**src/rtl/mac_dot_engine.sv**
```systemverilog
// mac_dot_engine: handshaked unsigned multiply-accumulate dot product.
// One result per LEN accepted operand pairs, saturating or wrapping.
module mac_dot_engine #(
  parameter int DATA_W = 4,
  parameter int ACC_W  = 10,
  parameter int LEN    = 4,
  parameter bit SAT    = 1'b1
) (
  input  logic              clk,
  input  logic              rst_n,
  input  logic              clear,
  input  logic              in_valid,
  output logic              in_ready,
  input  logic [DATA_W-1:0] a,
  input  logic [DATA_W-1:0] b,
  output logic              out_valid,
  input  logic              out_ready,
  output logic [ACC_W-1:0]  result,
  output logic              overflow
);

  localparam int CNT_W = $clog2(LEN + 1);
  localparam logic [CNT_W-1:0] LAST = CNT_W'(LEN - 1);

  typedef enum logic {
    ACC  = 1'b0,
    HOLD = 1'b1
  } state_t;

  state_t              state;
  state_t              state_nx;
  logic [ACC_W-1:0]    acc;
  logic [ACC_W-1:0]    acc_nx;
  logic [CNT_W-1:0]    cnt;
  logic [CNT_W-1:0]    cnt_nx;
  logic                ovf;
  logic                ovf_nx;
  logic [2*DATA_W-1:0] prod;
  logic [ACC_W:0]      sum;
  logic                accept;

  assign prod      = a * b;
  assign sum       = {1'b0, acc} + (ACC_W + 1)'(prod);
  assign in_ready  = rst_n & ~clear & (state == ACC);
  assign accept    = in_valid & in_ready;
  assign out_valid = (state == HOLD);
  assign result    = acc;
  assign overflow  = ovf;

  // next-state: clear beats handshakes; HOLD freezes acc until drained
  always_comb begin
    state_nx = state;
    acc_nx   = acc;
    cnt_nx   = cnt;
    ovf_nx   = ovf;
    if (clear) begin
      state_nx = ACC;
      acc_nx   = '0;
      cnt_nx   = '0;
      ovf_nx   = 1'b0;
    end else begin
      unique case (state)
        ACC: begin
          if (accept) begin
            if (sum[ACC_W]) begin
              ovf_nx = 1'b1;
              acc_nx = SAT ? '1 : sum[ACC_W-1:0];
            end else begin
              acc_nx = sum[ACC_W-1:0];
            end
            if (cnt == LAST) begin
              cnt_nx   = '0;
              state_nx = HOLD;
            end else begin
              cnt_nx = cnt + CNT_W'(1);
            end
          end
        end
        HOLD: begin
          if (out_ready) begin
            state_nx = ACC;
            acc_nx   = '0;
            ovf_nx   = 1'b0;
          end
        end
        default: state_nx = ACC;
      endcase
    end
  end

  // state register with synchronous active-low reset
  always_ff @(posedge clk) begin
    if (!rst_n) begin
      state <= ACC;
      acc   <= '0;
      cnt   <= '0;
      ovf   <= 1'b0;
    end else begin
      state <= state_nx;
      acc   <= acc_nx;
      cnt   <= cnt_nx;
      ovf   <= ovf_nx;
    end
  end

endmodule

```
**config.mk**
```make
export PLATFORM = sky130hd
export DESIGN_NAME = mac_dot_engine
export DESIGN_NICKNAME = d
export VERILOG_FILES = /design/src/rtl/mac_dot_engine.sv
export SDC_FILE = /design/constraint.sdc
export NUM_CORES = 1
export LEC_CHECK = 0
export ABC_AREA = 1
export BUFFER_PORTS_ARGS = -buffer_cell sky130_fd_sc_hd__clkbuf_2
export CAP_MARGIN = 10
export CORE_MARGIN = 3
export CORE_UTILIZATION = 50
export CTS_BUF_LIST = sky130_fd_sc_hd__clkbuf_4 sky130_fd_sc_hd__clkbuf_8
export CTS_CLUSTER_DIAMETER = 60
export DETAILED_ROUTE_END_ITERATION = 10
export PLACE_DENSITY = 0.72
export SLEW_MARGIN = 20
export SYNTH_ARGS = -nofsm -noshare
export SYNTH_HDL_FRONTEND = slang
export SYNTH_SLANG_ARGS = --single-unit
```
**constraint.sdc**
```tcl
create_clock -name clk -period 9.7 [get_ports clk]
set_input_delay 1.94 -clock clk [delete_from_list [all_inputs] [get_ports clk]]
set_output_delay 1.94 -clock clk [all_outputs]
set_load 0.05 [all_outputs]
```
==> impl_metrics.env <==
export IMPL_fp_coreArea_um2=2880
export IMPL_place_ws_ps=4700
export IMPL_ioPinCount=26
export IMPL_ys_warn_count=0
export IMPL_final_max_slew_viol_count=0
export IMPL_worst_hold_slack_ps=453
export IMPL_clk_latency_ps=290
export IMPL_dieArea_um2=3850
export IMPL_post_drt_wl_per_cell_um=10.3
export IMPL_worstPathRequired_ps=9900
export IMPL_fin_ws_ps=5010
export IMPL_grtUsageTotal=0.175
export IMPL_ctsLongestPathBuffers=2
export IMPL_status="finished, final reports clean"
export IMPL_synth_top_area_cell="dfxtp_1"
export IMPL_antenna_found_initial=0
export IMPL_cts_resized=0
export IMPL_tns_ps=0
export IMPL_hold_buffers=0
export IMPL_crit_path_end_kind="register"
export IMPL_drt_total_wl_um=3150
export IMPL_startpoint_type="input port"
export IMPL_diodes=0
export IMPL_p_leak_nw=1.09
export IMPL_p_sw_mw=0.0611
export IMPL_synthTopCellsByArea="dfxtp_1, nand2_1, ha_1"
export IMPL_cts_root_buf="clkbuf_4"
export IMPL_rows=19
export IMPL_drv_cap=0
export IMPL_dp_hpwl_um=2570
export IMPL_peakVddDrop_uv=58.2
export IMPL_drive_above_1_share=0.133
export IMPL_p_per_area_nw_per_um2=93.5
export IMPL_swShare=0.373
export IMPL_min_period_ps=4690
export IMPL_num_vias=1413
export IMPL_gp_congestion=0.839
export IMPL_drt_iter0_drc=52
export IMPL_finalCritPeriodShare=0.484
export IMPL_p_int_mw=0.103
export IMPL_worstMarginPinSlew_ps=767
export IMPL_syn_inst=238
export IMPL_hold_depth=2
export IMPL_first_pass_iters=4
export IMPL_r2r_cells=14
export IMPL_skew_ps=2.67
export IMPL_fp_dieW_um=62.0
export IMPL_timing_hold_violations_final=0
export IMPL_start_util=0.546
export IMPL_cp_data_arrival_time_ps=4900
export IMPL_clock_fmax_ghz=0.213
export IMPL_combPwrFrac=0.355
export IMPL_first_global_vias=1165
export IMPL_finalSetupViolCount=0
export IMPL_area_delta_synth_final_pct=11.6
export IMPL_netlist_cell_type_count=23
export IMPL_clock_power_share=0.262
export IMPL_path_clk_slew_ps=110
export IMPL_ys_ff_latch=15
export IMPL_syn_nets=279
export IMPL_numCtsBuffers=3
export IMPL_multi_input_area_um2=1020
export IMPL_fill_cells=285
export IMPL_rsz0062_at_grt="no"
export IMPL_slew_headroom=0.488
export IMPL_syn_cell_area_um2=1570
export IMPL_io_buffers=25
export IMPL_final_nets=306
export IMPL_min_path_type="register to register"
export IMPL_grt_overflow=0
export IMPL_worstPathMaxFanout=6
export IMPL_fp_dieH_um=62.0
export IMPL_clock_sinks=15
export IMPL_p_total_mw=0.164
export IMPL_remaining_drc_errors=0
export IMPL_grt_start_max_net_pins=18
export IMPL_antenna_left=0
export IMPL_post_cts_buffers=0
export IMPL_critical_path_class="input port to register"
export IMPL_sequentialPowerShare=0.384
export IMPL_cts_htree_levels=1
export IMPL_final_seq_area_um2=300
export IMPL_syn_area_per_cell_um2=6.60
export IMPL_yosysSeqAreaShare=0.191
export IMPL_grt_first_pass_wirelength_um=5030
export IMPL_via_per_inst=4.62
export IMPL_synth_top_area_frac=0.191
export IMPL_cts_tree="built"
==> power by group through the flow <==
stage	combinational [mW]	sequential [mW]	clock [mW]
after detailed placement	0.0582	0.0643	0
after CTS	0.0588	0.0629	0.0433
final	0.0581	0.0629	0.0429
after global placement	0.0581	0.0643	0
after global routing	0.0671	0.0630	0.0466
after floorplan	0.0433	0.0662	0
==> metal layers <==
metal	global-route usage	wire length, µm	vias to the layer above
li1	-	-	768
met1	0.257	1560	618
met2	0.272	1430	23
met3	0.0310	143	4
met4	0.0273	16	0
met5	0	0	-
==> state kept, by name (all words and copies together) (netlist names) <==
name       cells
out_valid      1
overflow       1
cnt            3
result        10
==> synthesized netlist by cell type <==
cell type and number:
nand2_1 76, inv_1 60, ha_1 19, dfxtp_1 15, nand3_1 15, nor2_1 14
fa_1 9, a31oi_1 6, a21oi_1 5, buf_6 2, nand2_2 2, nand3b_1 2
nand4_1 2, xor2_1 2, a21boi_0 1, a21o_1 1, and3_1 1, clkbuf_1 1
nand3_2 1, nor2_2 1, nor3b_4 1, o21ai_0 1, or2_2 1
==> path summary, 6_finish.rpt <==
check / startpoint / slack, ps / end
setup / recovery: a[0] / 5010 / result[6]$_SDFFE_PP0P_
hold / removal: cnt[2]$_SDFFE_PP0P_ / 450 / cnt[2]$_SDFFE_PP0P_
setup reg to reg: result[4]$_SDFFE_PP0P_ / 7360 / result[9]$_SDFFE_PP0P_
hold reg to reg: cnt[2]$_SDFFE_PP0P_ / 450 / cnt[2]$_SDFFE_PP0P_
==> cell type report <==
class,instances,share of cell area
multi-input combinational,160,0.581
sequential,15,0.171
tap,42,0.0300
clock buffer,4,0.0171
inverter,60,0.129
timing repair buffer,25,0.0714
==> critical path: stages <==
cell      delay, ps
clkbuf_2        120
nand2_1          80
fa_1            500
fa_1            510
fa_1            510
inv_1            40
ha_1            370
or2_2           360
nand3_1         110
nand3b_1         80
nand3_1         100
nand3_1          70
nand2_1          70
inv_1            40
==> cells by family (layout without fill, tap and decap cells) <==
kind of cell / after synthesis / in the layout / share of synthesized area
buf+inv: 63 / 89 / 0.160
xor+xnor: 2 / 2 / 0.0112
compound gates: 14 / 14 / 0.0526
simple gates: 116 / 116 / 0.319
flops: 15 / 15 / 0.191
fa+ha+maj: 28 / 28 / 0.266
==> metrics by stage <==
stage,instance area (µm²),utilization,cells
detailed placement,1720,0.599,302
finish,1750,0.609,306
global route,1750,0.609,306
CTS,1750,0.609,306
floorplan,1570,-,238
global placement,1720,0.599,302
==> placed cells by master, fill, tap and decap left out, drive strengths merged <==
| cell type | instances |
|---|---|
| o21ai | 1 |
| clkbuf | 29 |
| nand4 | 2 |
| nand3 | 16 |
| a21oi | 5 |
| nor2 | 15 |
| and3 | 1 |
| ha | 19 |
| a31oi | 6 |
| xor2 | 2 |
| or2 | 1 |
| a21boi | 1 |
| dfxtp | 15 |
| nand3b | 2 |
| nand2 | 78 |
| nor3b | 1 |
| a21o | 1 |
| inv | 60 |
| fa | 9 |
Note: power is estimated with default switching activity, not from simulation.
